`config.mk`:
```
export PLATFORM = sky130hd
export DESIGN_NAME = qsys_serial_bridge
export DESIGN_NICKNAME = d
export VERILOG_FILES = /design/src/rtl/qsys_serial_pkg.sv /design/src/rtl/qsys_serial_shifter.sv /design/src/rtl/qsys_serial_bridge.sv
export SDC_FILE = /design/constraint.sdc
export NUM_CORES = 1
export LEC_CHECK = 0
export ABC_AREA = 1
export CORE_ASPECT_RATIO = 0.6
export CORE_MARGIN = 8
export CORE_UTILIZATION = 30
export CTS_CLUSTER_DIAMETER = 150
export DETAILED_ROUTE_END_ITERATION = 8
export HOLD_SLACK_MARGIN = 0.06
export PLACE_DENSITY = 0.62
export RECOVER_POWER = 50
export SETUP_SLACK_MARGIN = 0.5
export SLEW_MARGIN = 20
export SYNTH_ARGS = -nofsm -noshare
export SYNTH_HDL_FRONTEND = slang
export SYNTH_SLANG_ARGS = --single-unit
export TNS_END_PERCENT = 10
```
`constraint.sdc`:
```
create_clock -name csi_MCLK_clk -period 6.7 [get_ports csi_MCLK_clk]
set_clock_uncertainty 0.1 [all_clocks]
set_input_delay 1.34 -clock csi_MCLK_clk [delete_from_list [all_inputs] [get_ports csi_MCLK_clk]]
set_output_delay 1.34 -clock csi_MCLK_clk [all_outputs]
set_load 0.03 [all_outputs]
```
`src/rtl/qsys_serial_pkg.sv`:
```
// qsys_serial_pkg: shared state encoding, frame length and timeout pattern for the Avalon-to-serial bridge.
//   state_t          : bridge FSM states
//   TIMEOUT_PATTERN  : readdata returned by a timed-out read (slice to DATA_W)
//   frame_len()      : serial frame length {rw, byteenable, address, data}
package qsys_serial_pkg;
   typedef enum logic [2:0] {IDLE, SHIFT_OUT, WAIT_RDY, SHIFT_IN, DONE} state_t;
   localparam logic [63:0] TIMEOUT_PATTERN = '1;
   function automatic int frame_len(input int addr_w, input int data_w);
      return 1 + data_w / 8 + addr_w + data_w;
   endfunction
endpackage

```
`src/rtl/qsys_serial_shifter.sv`:
```
// qsys_serial_shifter: sclk generator, bit counter and parallel-load MSB-first shift register.
//   csi_MCLK_clk, rsi_MRST_reset : clock, asynchronous active-high reset
//   load, din                    : start a run from din (MSB goes out first)
//   nbits                        : bits in the current run, held by the caller
//   sdi                          : serial input, sampled on the edge where sclk rises
//   sclk, sdo                    : serial clock (idle low) and current MSB
//   done                         : one-cycle pulse on the last cycle of the run
//   q                            : low QW bits of the shift register after the pending shift
module qsys_serial_shifter #(
   parameter int W       = 45,
   parameter int QW      = 32,
   parameter int CLK_DIV = 1
) (
   input  logic                   csi_MCLK_clk,
   input  logic                   rsi_MRST_reset,
   input  logic                   load,
   input  logic [W-1:0]           din,
   input  logic [$clog2(W+1)-1:0] nbits,
   input  logic                   sdi,
   output logic                   sclk,
   output logic                   sdo,
   output logic                   done,
   output logic [QW-1:0]          q
);
   localparam int CW = $clog2(2 * CLK_DIV) < 1 ? 1 : $clog2(2 * CLK_DIV);
   localparam int BW = $clog2(W + 1);
   logic [W-1:0]  sr, nxt;
   logic [CW-1:0] cnt;
   logic [BW-1:0] bits;
   logic          run, smp, rise, bit_end;
   assign rise    = run && cnt == CW'(CLK_DIV - 1);
   assign bit_end = run && cnt == CW'(2 * CLK_DIV - 1);
   assign done    = bit_end && bits == nbits - 1'b1;
   // sdi is held in smp from the sclk rise and enters the register at bit end, so sdo only moves while sclk is low
   assign nxt     = {sr[W-2:0], smp};
   assign q       = nxt[QW-1:0];
   assign sdo     = sr[W-1];
   always_ff @(posedge csi_MCLK_clk or posedge rsi_MRST_reset)
      if (rsi_MRST_reset) begin
         sr   <= '0;
         cnt  <= '0;
         bits <= '0;
         run  <= 1'b0;
         smp  <= 1'b0;
         sclk <= 1'b0;
      end else if (load) begin
         sr   <= din;
         cnt  <= '0;
         bits <= '0;
         run  <= 1'b1;
         sclk <= 1'b0;
      end else if (run) begin
         cnt <= bit_end ? '0 : cnt + 1'b1;
         if (rise) begin
            sclk <= 1'b1;
            smp  <= sdi;
         end
         if (bit_end) begin
            sclk <= 1'b0;
            sr   <= nxt;
            bits <= bits + 1'b1;
            run  <= !done;
         end
      end
endmodule

```
`src/rtl/qsys_serial_bridge.sv`:
```
// qsys_serial_bridge: Avalon-MM slave that turns each read/write into a framed serial transaction.
//   rsi_MRST_reset, csi_MCLK_clk : asynchronous active-high reset, clock
//   avs_ctrl_*                   : Avalon-MM slave (word address, byte enables, waitrequest)
//   sclk, sle, sdo               : serial clock, outbound frame enable, serial data out (MSB first)
//   sdi, srdy                    : serial data in (MSB first), asynchronous remote ready
//   err_timeout                  : sticky flag set when srdy fails to arrive within TIMEOUT cycles
module qsys_serial_bridge
   import qsys_serial_pkg::*;
#(
   parameter int ADDR_W  = 8,
   parameter int DATA_W  = 32,
   parameter int CLK_DIV = 1,
   parameter int TIMEOUT = 1024
) (
   input  logic                rsi_MRST_reset,
   input  logic                csi_MCLK_clk,
   input  logic [ADDR_W-1:0]   avs_ctrl_address,
   input  logic [DATA_W-1:0]   avs_ctrl_writedata,
   input  logic [DATA_W/8-1:0] avs_ctrl_byteenable,
   input  logic                avs_ctrl_write,
   input  logic                avs_ctrl_read,
   output logic [DATA_W-1:0]   avs_ctrl_readdata,
   output logic                avs_ctrl_waitrequest,
   output logic                sclk,
   output logic                sle,
   output logic                sdo,
   input  logic                sdi,
   input  logic                srdy,
   output logic                err_timeout
);
   localparam int F  = frame_len(ADDR_W, DATA_W);
   localparam int BW = $clog2(F + 1);
   localparam int TW = $clog2(TIMEOUT + 1);
   state_t            state, nxt;
   logic [ADDR_W-1:0] addr_q;
   logic [TW-1:0]     tcnt;
   logic [F-1:0]      din;
   logic [BW-1:0]     nbits;
   logic [DATA_W-1:0] q;
   logic              pend_wr, srdy_m, srdy_s, load, done, tmo, sh_sdo;
   // the read frame carries a zero data field; the SHIFT_IN run loads all zeros so sdo stays low
   assign din   = state == IDLE ? {avs_ctrl_write, avs_ctrl_byteenable, avs_ctrl_address,
                                   avs_ctrl_write ? avs_ctrl_writedata : {DATA_W{1'b0}}} : '0;
   assign nbits = BW'(state == SHIFT_IN ? DATA_W : F);
   assign tmo   = tcnt == TW'(TIMEOUT - 1);
   assign sle   = state == SHIFT_OUT;
   assign sdo   = sh_sdo && sle;
   assign avs_ctrl_waitrequest = (avs_ctrl_read || avs_ctrl_write) && state != DONE;
   qsys_serial_shifter #(.W(F), .QW(DATA_W), .CLK_DIV(CLK_DIV)) u_shifter (
      .csi_MCLK_clk  (csi_MCLK_clk),
      .rsi_MRST_reset(rsi_MRST_reset),
      .load          (load),
      .din           (din),
      .nbits         (nbits),
      .sdi           (sdi),
      .sclk          (sclk),
      .sdo           (sh_sdo),
      .done          (done),
      .q             (q)
   );
   always_comb begin
      nxt  = state;
      load = 1'b0;
      case (state)
         IDLE: if (avs_ctrl_write || avs_ctrl_read) begin
            nxt  = SHIFT_OUT;
            load = 1'b1;
         end
         SHIFT_OUT: nxt = done ? WAIT_RDY : state;
         // srdy beats a simultaneous timeout
         WAIT_RDY: if (srdy_s) begin
            nxt  = pend_wr ? DONE : SHIFT_IN;
            load = !pend_wr;
         end else if (tmo) nxt = DONE;
         SHIFT_IN: nxt = done ? DONE : state;
         default: nxt = IDLE;
      endcase
   end
   always_ff @(posedge csi_MCLK_clk or posedge rsi_MRST_reset)
      if (rsi_MRST_reset) begin
         state             <= IDLE;
         srdy_m            <= 1'b0;
         srdy_s            <= 1'b0;
         tcnt              <= '0;
         pend_wr           <= 1'b0;
         addr_q            <= '0;
         avs_ctrl_readdata <= '0;
         err_timeout       <= 1'b0;
      end else begin
         state  <= nxt;
         srdy_m <= srdy;
         srdy_s <= srdy_m;
         tcnt   <= state == WAIT_RDY ? tcnt + 1'b1 : '0;
         if (state == IDLE && load) begin
            pend_wr <= avs_ctrl_write;
            addr_q  <= avs_ctrl_address;
         end
         if (state == SHIFT_IN && done) avs_ctrl_readdata <= q;
         if (state == WAIT_RDY && !srdy_s && tmo) begin
            avs_ctrl_readdata <= TIMEOUT_PATTERN[DATA_W-1:0];
            err_timeout       <= 1'b1;
         end
         // an acknowledged write to the all-ones address clears the sticky flag
         if (state == WAIT_RDY && srdy_s && pend_wr && &addr_q) err_timeout <= 1'b0;
      end
endmodule
```
==> results.json, run 1 <==
{
  "synth_cells": 642,
  "synth_top_area_cell": "dfrtp_1",
  "critPathLaunchType": "flop",
  "clockRootBuffer": "clkbuf_16",
  "crit_path_end_kind": "flop",
  "die-height_um": 119,
  "power_leakage_nw": 3.69,
  "drtAntennaViolNets": 0,
  "clock-sinks": 113,
  "num_vias": 4284,
  "outcome": "finished, violations left",
  "die_x_um": 187,
  "cts_tree": "yes",
  "area_growth_pct": 31.1,
  "tns_ps": 0,
  "post-route-period-util_pct": 65.5,
  "grt_max_degree": 75,
  "power.density_nw_per_um2": 250,
  "max_freq_mhz": 228,
  "seq_area_frac_synth_pct": 53.8,
  "setup_violations": 0,
  "grtUsageTotal_pct": 12.7,
  "regArea_um2": 2830,
  "path_class": "reg -> reg",
  "syn_nets": 694,
  "ctsResizeCount": 0,
  "die_area_um2": 22200,
  "place_congestion": 0.744,
  "max_cap_viol_count": 2,
  "cts_buffer_depth": 2,
  "path_clk_slew_ps": 60,
  "grt_pass1_wl_mm": 22.9,
  "rows": 37,
  "synth.distinct_cells": 30,
  "cts_setup_buffers": 0,
  "crit_path_max_fanout": 55,
  "start_util_pct": 30.6,
  "drc": 0,
  "clock_latency_ps": 400,
  "cts_hold_buf": 0,
  "crit_required_ps": 6870,
  "maxSlewViolCount": 122,
  "synth_area_leaders": "dfrtp_1 (54%), inv_1 (9.2%), nand2_1 (7.0%), o21ai_0 (6.1%), nor2_1 (5.0%)",
  "initialDrtViolationCount": 374,
  "grt_pass1_vias": 4337,
  "fillers": 1744,
  "place_hpwl_mm": 8.89,
  "netlist_area_um2": 5260,
  "synth_seq_cells": 113,
  "hp-class": "reg -> reg",
  "final_nets": 772,
  "slew_headroom_pct": -123,
  "pin_count": 87,
  "rrSetupSlack_ps": 2310,
  "multiInputGateArea_um2": 1760,
  "avgRoutedWirePerCell_um": 14.1,
  "yosysMostFrequentCell": "inv_1",
  "worst_ep_arrival_time_ps": 4560,
  "whs_ps": 258,
  "totalWireLength_mm": 13.6,
  "avgSynthCellArea_um2": 8.19,
  "firstDrtPassIters": 4,
  "placeableCoreArea_um2": 17200,
  "vias_per_cell": 4.43,
  "hold_violations": 0,
  "synth_edf_count": 0,
  "synth_commonest_cells": "inv_1 (129), dfrtp_1 (113), nand2_1 (98), nor2_1 (70), o21ai_0 (64)",
  "fin_crit_ps": 4390,
  "portBuffers": 86,
  "overflow": 0,
  "cts_max_level": 4,
  "ys_warn_count": 0,
  "vdd_drop_max_uv": 139,
  "ys.flop_type": "dfrtp_1",
  "worst_pin_slew_ps": 3330,
  "drive_gt1_share_pct": 6.00,
  "grt_antenna_before_repair": 0,
  "rsz0062_at_grt": "false",
  "synth_async_sr_flop_share_pct": 100,
  "synth_top_area_share_pct": 53.8,
  "violations": "capacitance limit, slew limit",
  "n_antenna_cell": 0,
  "numCtsBuffers": 17
}
==> layout by cell type (no fill, tap or decap), types with 11 or more instances in the layout <==
| master | n |
|---|---|
| inv_1 | 130 |
| dfrtp_1 | 113 |
| nand2_1 | 100 |
| nor2_1 | 73 |
| o21ai_0 | 64 |
| clkdlybuf4s50_1 | 50 |
| dlygate4sd3_1 | 36 |
| o22ai_1 | 34 |
| nand3_1 | 20 |
| o21ai_1 | 20 |
| clkbuf_16 | 17 |
| a21oi_1 | 13 |
| nand4_1 | 11 |
==> area by class of cell <==
cell class              count  share of cell area (%)
repair buffers             89                    12.8
inverters                 135                    7.37
flip-flops and latches    113                    41.0
clock buffers              18                    6.37
multi-input cells         364                    25.5
clock inverters            14                    2.74
well taps                 234                    4.25
==> sequential cells by signal (all words and copies together), names as in the netlist <==
register,cells
u_shifter.sr,45
srdy_m,1
u_shifter.cnt,1
pend_wr,1
addr_q,8
err_timeout,1
u_shifter.sclk,1
avs_ctrl_readdata,32
u_shifter.smp,1
tcnt,11
u_shifter.bits,6
srdy_s,1
state,3
u_shifter.run,1
==> routing by layer <==
metal  GRT usage (%)  up-vias  wire length (um)
met5               0        -                 0
met3            4.96        4               811
met1            18.6     1986              7340
met4            2.72        0                43
met2            17.0       95              5400
li1                -     2199                 -
==> path summary, 6_finish.rpt <==
kind / from / endpoint / depth (start not counted)
max: u_shifter.run / avs_ctrl_readdata[10] / 5
min: srdy_m / srdy_s / 0
min reg2reg: srdy_m / srdy_s / 0
max in group asynchronous: rsi_MRST_reset / u_shifter.sr[44] / 3
min in group asynchronous: rsi_MRST_reset / avs_ctrl_readdata[19] / 2
max reg2reg: u_shifter.run / avs_ctrl_readdata[10] / 5
==> where the power goes <==
| group | total (mW) | leakage, nW | internal (mW) | switching, mW |
|---|---|---|---|---|
| combinational | 0.0659 | 1.91 | 0.0346 | 0.0313 |
| clock | 0.957 | 0.290 | 0.630 | 0.327 |
| sequential | 0.698 | 1.49 | 0.692 | 0.00675 |
==> stage by stage <==
stage / area [um^2] / instances / util [%] / power [mW] / setup WS [ps]
floorplan: 5260 / 642 / - / 0.736 / 2270
global placement: 6280 / 935 / 36.6 / 0.777 / 2460
detailed placement: 6280 / 935 / 36.6 / 0.778 / 2440
CTS: 6910 / 967 / 40.2 / 1.74 / 2440
global route: 6900 / 967 / 40.2 / 1.79 / 1790
finish: 6900 / 967 / 40.2 / 1.72 / 2310
==> cell families (layout without fill, tap and decap cells) <==
kind of cell	count (synthesis)	after routing	synth area share, %
AND/OR/NAND/NOR	215	215	17.4
buffers and inverters	165	256	12.6
AO/OA/AOI/OAI	145	145	15.5
flip-flops	113	113	53.8
adder cells (fa/ha/maj)	2	2	0.476
XOR/XNOR	2	2	0.333
==> worst max-delay path: stages (launching register included) <==
cell and delay [ps]:
dfrtp_1 390, nand2_1 940, nor2_1 1260, nand3_2 960, o21ai_0 510, nand2_1 90
Power figures use the tool's default switching activity.
==> inputs of run 2 (changes only) <==
==> constraint.sdc (replaced) <==
create_clock -name csi_MCLK_clk -period 4.25 [get_ports csi_MCLK_clk]
set_clock_uncertainty 0.1 [all_clocks]
set_input_delay 0.85 -clock csi_MCLK_clk [delete_from_list [all_inputs] [get_ports csi_MCLK_clk]]
set_output_delay 0.85 -clock csi_MCLK_clk [all_outputs]
set_load 0.03 [all_outputs]
==> run 2 against run 1 <==
  * The run still ends with capacitance limit, slew limit left
  * Largest power group unchanged
  * Flip-flop and latch count is the same
  * Routed wire length grew 0.88%
  * Combinational power is 61% higher
  * Core utilization fell by 0.21 points
  * Count of clock-buffer cells in the layout increased by 9
  * Sequential share of layout area grew 0.22 points
==> results.json, run 2 (synthesis gave the netlist of run 1 again) <==
{
  "grt_antenna_before_repair": 0,
  "vdd_drop_max_uv": 274,
  "vias_per_cell": 4.49,
  "n_antenna_cell": 0,
  "pin_count": 87,
  "dpl_cell_area_um2": 6320,
  "violations": "capacitance limit, slew limit",
  "sw_frac_of_total_pct": 21.0,
  "hold_violations": 0,
  "hp-class": "reg -> reg",
  "final_cell_mix": "inv_1 (129), dfrtp_1 (113), nand2_1 (100)",
  "slew_headroom_pct": -10.8,
  "cp_slowest_cell": "clkdlybuf4s50_1",
  "cts_buffer_depth": 2,
  "fin_ws_ps": 927,
  "area_growth_pct": 30.4,
  "drc": 0,
  "grt_pass1_vias": 4219,
  "numCtsBuffers": 17,
  "worst_ep_arrival_time_ps": 2370,
  "busiest_layer": "met1",
  "path_clk_slew_ps": 50,
  "crit_path_end_kind": "output pin",
  "drtAntennaViolNets": 0,
  "dp_worst_setup_slack_ps": 982,
  "stdcell_count": 969,
  "comb_power_share_pct": 4.1,
  "grt_max_degree": 56,
  "maxSlewViolCount": 38,
  "grtUsageTotal_pct": 12.6,
  "initialDrtViolationCount": 303,
  "avgRoutedWirePerCell_um": 14.1,
  "use_met1_pct": 19.1,
  "place_congestion": 0.738,
  "fillers": 1699,
  "final_nets": 775,
  "critPathLaunchType": "primary input",
  "power.density_nw_per_um2": 376,
  "largest-register": "u_shifter.sr",
  "dp_cells": 938,
  "place_hpwl_mm": 9.06,
  "portBuffers": 86,
  "seq_power_share_pct": 42.7,
  "max_freq_mhz": 301,
  "totalWireLength_mm": 13.7,
  "placeableCoreArea_um2": 17200,
  "clock_latency_ps": 410,
  "largest_reg_flops": 45,
  "power_frac_clock_pct": 53.2,
  "cts_setup_buffers": 0,
  "firstDrtPassIters": 5,
  "met3_usage_pct": 3.82,
  "worst_pin_slew_ps": 1650,
  "path_class": "in -> out",
  "cts_hold_buf": 0,
  "grtUsageMet2_pct": 16.5,
  "crit_required_ps": 3300,
  "rsz0062_at_grt": "false",
  "power_leakage_nw": 3.57,
  "die_area_um2": 22200,
  "outcome": "finished, violations left",
  "cp_num_buf_inv": 4,
  "largestRegisters": "u_shifter.sr x45, avs_ctrl_readdata x32, tcnt x11",
  "setup_violations": 0,
  "fin_area_um2": 6860,
  "cts_tree": "yes",
  "final_common_cell": "inv_1",
  "whs_ps": 265,
  "drive_gt1_share_pct": 5.99,
  "clock-sinks": 113,
  "path_common_cell": "inv_1",
  "crit_path_max_fanout": 2,
  "die_x_um": 187,
  "rows": 37,
  "path_cells": "dlygate4sd3_1, inv_1, nand2_1, inv_1, a31oi_1, clkdlybuf4s50_1",
  "grt_pass1_wl_mm": 22.7,
  "fin_crit_ps": 3320,
  "max_cap_viol_count": 1,
  "post-route-period-util_pct": 78.2,
  "overflow": 0,
  "ctsResizeCount": 0,
  "crit_family": "buffers and inverters",
  "cts_max_level": 4,
  "clockRootBuffer": "clkbuf_16",
  "die-height_um": 119,
  "power.switching_mw": 0.540,
  "num_vias": 4350,
  "start_util_pct": 30.6,
  "cell_internal_pwr_mw": 2.04,
  "tns_ps": 0,
  "slowest_delay_ps": 680
}
==> run 2: cell types whose count changed in the layout (fill, tap and decap cells not counted), sizes merged <==
cell,previous run,this run
clkdlybuf4s50,50,83
dlygate4sd3,36,3
clkbuf,18,30
clkinvlp,7,2
bufinv,4,1
clkinv,6,3
inv,132,133
==> run 2: layout make-up <==
type                       instances  area (um^2)  share of cell area (%)
inverter                         135          508                    7.40
tap                              234          293                    4.27
clock buffer                      27          523                    7.62
sequential                       113         2830                    41.2
clock inverter                     4         47.5                   0.693
multi-input combinational        364         1760                    25.7
timing repair buffer              92          897                    13.1
==> run 2: path summary, 6_finish.rpt <==
| kind | cells past startpoint | slack [ps] | endpoint | from |
|---|---|---|---|---|
| worst min register to register | 0 | 260 | srdy_s | srdy_m |
| max in group asynchronous | 3 | 1040 | u_shifter.run | rsi_MRST_reset |
| worst min-delay path | 0 | 260 | srdy_s | srdy_m |
| min in group asynchronous | 2 | 1190 | avs_ctrl_readdata[25] | rsi_MRST_reset |
| worst max register to register | 9 | 1120 | u_shifter.sr[43] | state[0] |
| worst max-delay path | 6 | 930 | avs_ctrl_waitrequest | avs_ctrl_write |
==> run 2: metrics by stage <==
stage          power (mW)  util (%)
2_1_floorplan        1.16         -
3_3_place_gp         1.23      36.8
3_5_place_dp         1.23      36.8
4_1_cts              2.61      40.1
5_1_grt              2.66      39.9
6_report             2.58      39.9
==> run 2: layer usage <==
| layer | vias up | part of all wire (%) |
|---|---|---|
| met1 | 2019 | 55 |
| met4 | 0 | 0.71 |
| li1 | 2201 | - |
| met2 | 118 | 39 |
| met3 | 12 | 5.6 |
| met5 | - | 0 |
==> run 2: power groups by stage <==
stage | Clock, mW | Combinational (mW) | Sequential, mW
final | 1.37 | 0.106 | 1.10
after CTS | 1.39 | 0.112 | 1.10
after detailed placement | 0 | 0.111 | 1.12
after global placement | 0 | 0.110 | 1.12
after global routing | 1.44 | 0.119 | 1.10
after floorplan | 0 | 0.0454 | 1.12
==> inputs of run 3 (changes only) <==
--- a/config.mk
+++ b/config.mk
@@ -12,7 +12,7 @@
 export CTS_CLUSTER_DIAMETER = 150
 export DETAILED_ROUTE_END_ITERATION = 8
 export HOLD_SLACK_MARGIN = 0.06
-export PLACE_DENSITY = 0.62
+export PLACE_DENSITY = 0.64
 export RECOVER_POWER = 50
 export SETUP_SLACK_MARGIN = 0.5
 export SLEW_MARGIN = 20
==> constraint.sdc (replaced) <==
create_clock -name csi_MCLK_clk -period 2.8 [get_ports csi_MCLK_clk]
set_clock_uncertainty 0.1 [all_clocks]
set_input_delay 0.56 -clock csi_MCLK_clk [delete_from_list [all_inputs] [get_ports csi_MCLK_clk]]
set_output_delay 0.56 -clock csi_MCLK_clk [all_outputs]
set_load 0.03 [all_outputs]
==> run 3 against run 2 <==
  * The run now ends clean
  * Clock power grew 66%
  * Sequential share of layout area shrank 0.77 points
  * Critical endpoint is now u_shifter.sr[33]
  * Global-route usage rose by 0.40 points
  * Routed wire length up 2.3%
  * Cell count rose by 1.2%
  * Sequential power up 52%
  * Critical path depth up 2
  * Largest power group unchanged
  * Final area rose by 1.9%
  * Worst hold slack worse by 15 ps
  * Non-clock buffer count is 11 higher
  * Flip-flop and latch count unchanged
  * Highest routed layer unchanged
  * First-iteration DRC count is 17% higher
==> results.json, run 3 (synthesis gave the netlist of run 1 again) <==
{
  "outcome": "complete, no violations",
  "hold_violations": 0,
  "power_leakage_nw": 3.63,
  "place_congestion": 0.773,
  "vias_per_cell": 4.48,
  "num_vias": 4390,
  "cts_tree": "yes",
  "rows": 37,
  "die_x_um": 187,
  "drc": 0,
  "totalWireLength_mm": 14.0,
  "critPathLaunchType": "primary input",
  "cts_max_level": 4,
  "slew_headroom_pct": 26.1,
  "rrSetupSlack_ps": 550,
  "largest-register": "u_shifter.sr",
  "crit_path_max_fanout": 29,
  "portBuffers": 86,
  "crit_required_ps": 2990,
  "worst_pin_slew_ps": 1110,
  "fin_crit_ps": 2340,
  "rsz0062_at_grt": "true",
  "overflow": 0,
  "hp-class": "reg -> reg",
  "clock_latency_ps": 400,
  "grtUsageTotal_pct": 13.0,
  "power.density_nw_per_um2": 589,
  "numCtsBuffers": 17,
  "dpl_cell_area_um2": 6420,
  "n_antenna_cell": 0,
  "firstDrtPassIters": 4,
  "placeableCoreArea_um2": 17200,
  "clockRootBuffer": "clkbuf_16",
  "worst_ep_arrival_time_ps": 2530,
  "vdd_drop_max_uv": 393,
  "area_growth_pct": 32.9,
  "crit_family": "buffers and inverters",
  "fillers": 1693,
  "grt_pass1_vias": 4369,
  "start_util_pct": 30.6,
  "tns_ps": 0,
  "grt_max_degree": 56,
  "place_hpwl_mm": 9.70,
  "final_common_cell": "inv_1",
  "pin_count": 87,
  "fin_area_um2": 6990,
  "final_nets": 786,
  "regArea_um2": 2830,
  "max_freq_mhz": 427,
  "max_cap_viol_count": 0,
  "path_cells": "dlygate4sd3_1, inv_1, nand2_1, nand2_1, clkbuf_1, o22ai_1, o21ai_1, inv_1",
  "crit_path_end_kind": "flop",
  "maxSlewViolCount": 0,
  "path_class": "in -> reg",
  "avgRoutedWirePerCell_um": 14.3,
  "largest_reg_flops": 45,
  "die_area_um2": 22200,
  "initialDrtViolationCount": 355,
  "cp_num_buf_inv": 4,
  "grt_pass1_wl_mm": 23.5,
  "cts_buffer_depth": 2,
  "grt_antenna_before_repair": 0,
  "cp_num_cells": 8,
  "final_cell_mix": "inv_1 (129), dfrtp_1 (113), nand2_1 (99)",
  "clock-sinks": 113,
  "die-height_um": 119,
  "multiInputGateArea_um2": 1760,
  "path_clk_slew_ps": 60,
  "cp_slowest_cell": "clkbuf_1",
  "post-route-period-util_pct": 83.7,
  "startpoint": "avs_ctrl_write",
  "slowest_delay_ps": 830,
  "reg2reg_to": "u_shifter.smp",
  "largestRegisters": "u_shifter.sr x45, avs_ctrl_readdata x32, tcnt x11",
  "r2r_start": "state[2]",
  "endpoint": "u_shifter.sr[33]",
  "drive_gt1_share_pct": 7.76,
  "drtAntennaViolNets": 0,
  "setup_violations": 0,
  "r2r_cells": 9
}
[run 3: worst min path at each step]
stage                       from  endpoint  slack [ps]  cells past startpoint
after floorplan           srdy_m    srdy_s         230                      0
after global placement    srdy_m    srdy_s         240                      0
after detailed placement  srdy_m    srdy_s         250                      0
after CTS                 srdy_m    srdy_s         250                      0
after global routing      srdy_m    srdy_s         260                      0
final                     srdy_m    srdy_s         250                      0
[run 3: per-layer routing]
layer | vias to the layer above | part of all wire, % | GRT usage (%)
li1 | 2227 | - | -
met1 | 2039 | 54 | 19.4
met2 | 117 | 40 | 17.4
met3 | 7 | 5.5 | 4.26
met4 | 0 | 0.53 | 3.66
met5 | - | 0 | 0
[run 3: area by class of cell]
type | instances | share of cell area, %
repair buffers | 103 | 14.0
multi-input cells | 364 | 25.2
clock buffers | 18 | 6.28
inverters | 135 | 7.27
flip-flops and latches | 113 | 40.4
well taps | 234 | 4.19
clock inverters | 14 | 2.68
[run 3: through the flow]
stage	cells	util (%)	setup slack, ps	power [mW]	hold slack (ps)
floorplan	642	-	769	1.76	231
finish	981	40.7	456	4.12	250
CTS	981	41.1	296	4.17	251
global placement	949	37.4	558	1.87	238
global route	981	40.7	252	4.27	263
detailed placement	949	37.4	534	1.87	248
[run 3: what timing repair did]
item	CTS	global route
hold buffers	0	0
setup buffers	0	0
resized for setup	1	1
cloned	0	0
endpoints found under the setup margin	2	3
pin swaps	0	0
[run 3: where the power goes]
group / switching [mW] / internal (mW)
Clock: 0.774 / 1.51
Sequential: 0.0157 / 1.65
Combinational: 0.0794 / 0.0840
Total: 0.870 / 3.25
==> RTL change: new RTL, settings of run 3 <==
Change the parameter `TIMEOUT` from 1024 to 2048.
--- a/src/rtl/qsys_serial_bridge.sv
+++ b/src/rtl/qsys_serial_bridge.sv
@@ -10,7 +10,7 @@
    parameter int ADDR_W  = 8,
    parameter int DATA_W  = 32,
    parameter int CLK_DIV = 1,
-   parameter int TIMEOUT = 1024
+   parameter int TIMEOUT = 2048
 ) (
    input  logic                rsi_MRST_reset,
    input  logic                csi_MCLK_clk,
Check against the original RTL: same outputs for any inputs over 10 cycles, from zero or initial values and one cycle with rsi_MRST_reset high; that may be too few to reach the edited logic, so the function may still have changed.
==> RTL change against run 3 <==
First-iteration DRC count is 16% lower. Synthesized area is 4.1% higher. Final cell count is 5.0% higher. Combinational power is 6% higher. Hold slack better by 0.0025 ns. Setup slack better by 0.043 ns. Register-to-register slack worse by 0.05 ns. The flow now finishes with violations (max-capacitance violations, max-slew violations). Total power is 0.50% higher. Sequential power hardly changed. Sequential cell count is 1 higher. Critical endpoint is now avs_ctrl_readdata[20]. Final area is 2.9% higher. Routed wire length is 0.26% lower. Global-route usage is 0.34 points lower.
==> RTL change: results (changes against run 3) <==
| Metric | Value |
|---|---|
| Status | complete, but fails checks |
| Failing checks | max-capacitance violations, max-slew violations |
| DRT Pass-1 Iters | 5 (+1) |
| Synth top area share | 0.5209 (-0.01668) |
| Syn nets | 742 (+6.9%) |
| Initial drt markers | 298 (-16%) |
| Gpl congestion | 0.7647 (-1.0%) |
| Max-cap violations | 1 (+1) |
| Slew headroom | -0.07424 (-0.3353) |
| Top cells by area, synth | dfrtp_1 52%, inv_1 9.8%, nand2_1 8.6% |
| Seq/Total Area, Yosys | 0.5209 (-0.01668) |
| Max FO, Critical Path | 32 (+10%) |
| Placed Area | 0.006601 mm² (+2.7%) |
| Nets@finish | 829 (+5.5%) |
| Worst slack at placement | 0.4638 ns (-0.07038 ns) |
| DR WL/cell | 13.58 µm (-5.0%) |
| First-pass GRT wire length | 23500 µm (about the same) |
| Share of cells above drive strength 1 | 0.08481 (+0.007166) |
| Fillcell total | 1837 (+8.5%) |
| Post-synthesis xor/xnor area fraction | 0.003199 (-0.0001316) |
| Root buf cell | clkbuf_16 |
| DR vias | 4512 (+2.8%) |
| Critical Path Max Stage Delay | 0.47 ns (-0.36 ns) |
| Worst-path cell with the longest stage delay | nor2_1 |
| Cell Int Power | 3.264 mW (+0.51%) |
| Post-synthesis instance total | 690 (+7.5%) |
| Arrival time at the worst endpoint | 2.50 ns (-0.03 ns) |
| Clock buffer depth | 2 (unchanged) |
| Pin count of the biggest net entering global routing | 115 (+110%) |
| Worst vdd ir | 0.4061 mV (+3.3%) |
| DRT Wirelength | 13990 µm (-0.26%) |
| Largest registers | u_shifter.sr: 45 flops, avs_ctrl_readdata: 32 flops, tcnt: 12 flops |
| Leak pwr | 3.516 nW (-3.2%) |
| Post-detailed-placement half-perimeter wirelength | 9372 µm (-3.4%) |
| Post-Synth Adder-Cell Area | 0.004569 (-0.0001880) |
| DP Cell Count | 998 (+5.2%) |
| Final Max Tran Viols | 115 (+115) |
| Netlist cell types | 28 (-6.7%) |
| Compound-Gate Fraction of Synth Area | 0.1528 (-0.001770) |
| Top cells by count, synth | 143 x inv_1, 126 x nand2_1, 114 x dfrtp_1, 78 x nor2_1, 51 x a21oi_1 |
| Total Routing Usage GR | 0.1268 (-0.003351) |
## RTL change: area by class of cell
| cell class | instances | area, µm² | area share |
|---|---|---|---|
| Inverter | 160 | 604.3 | 0.08403 |
| Multi-Input combinational cell | 388 | 1858 | 0.2584 |
| Clock buffer | 19 | 442.9 | 0.06159 |
| Timing Repair Buffer | 96 | 949.7 | 0.1320 |
| Sequential cell | 114 | 2853 | 0.3967 |
| Clock inverter | 13 | 183.9 | 0.02557 |
| Tap cell | 240 | 300.3 | 0.04175 |
## RTL change: worst paths after layout
check	from	endpoint	slack, ns	depth (start not counted)
setup / recovery	state[0]	avs_ctrl_readdata[20]	0.50	8
hold / removal	srdy_m	srdy_s	0.25	0
setup reg to reg	state[0]	avs_ctrl_readdata[20]	0.50	8
hold reg to reg	srdy_m	srdy_s	0.25	0
max in group asynchronous	rsi_MRST_reset	avs_ctrl_readdata[18]	0.57	3
min in group asynchronous	rsi_MRST_reset	tcnt[4]	0.99	3
## RTL change: kinds of logic (layout without fill, tap and decap cells)
logic type | count (synthesis) | count (layout)
compound gates | 149 | 149
xor+xnor | 2 | 2
fa+ha+maj | 2 | 2
buf+inv | 188 | 288
flops | 114 | 114
simple gates | 235 | 235
## RTL change: power by group through the flow
stage	logic, mW	registers (mW)	clock network (mW)
2_1_floorplan	0.0772	1.70	0
3_3_place_gp	0.179	1.70	0
3_5_place_dp	0.179	1.70	0
4_1_cts	0.181	1.67	2.36
5_1_grt	0.198	1.67	2.42
6_report	0.172	1.67	2.29
## RTL change: per-layer routing
layer / part of all wire / track usage / vias to the layer above
li1: - / - / 2295
met1: 0.52 / 0.1818 / 2115
met2: 0.42 / 0.1842 / 96
met3: 0.059 / 0.03652 / 6
met4: 0.0049 / 0.03185 / 0
met5: 0 / 0 / -
## RTL change: critical path: cells and delay by family, from the launching register on
| family | cells | cell delay (ns) |
|---|---|---|
| simple gates | 4 | 0.83 |
| buf+inv | 3 | 0.73 |
| compound gates | 1 | 0.15 |
| flops | 1 | 0.39 |
## RTL change: timing repair
item | in CTS | in global routing
setup buffers | 0 | 0
resized for setup | 2 | 4
setup endpoints to repair | 3 | 3
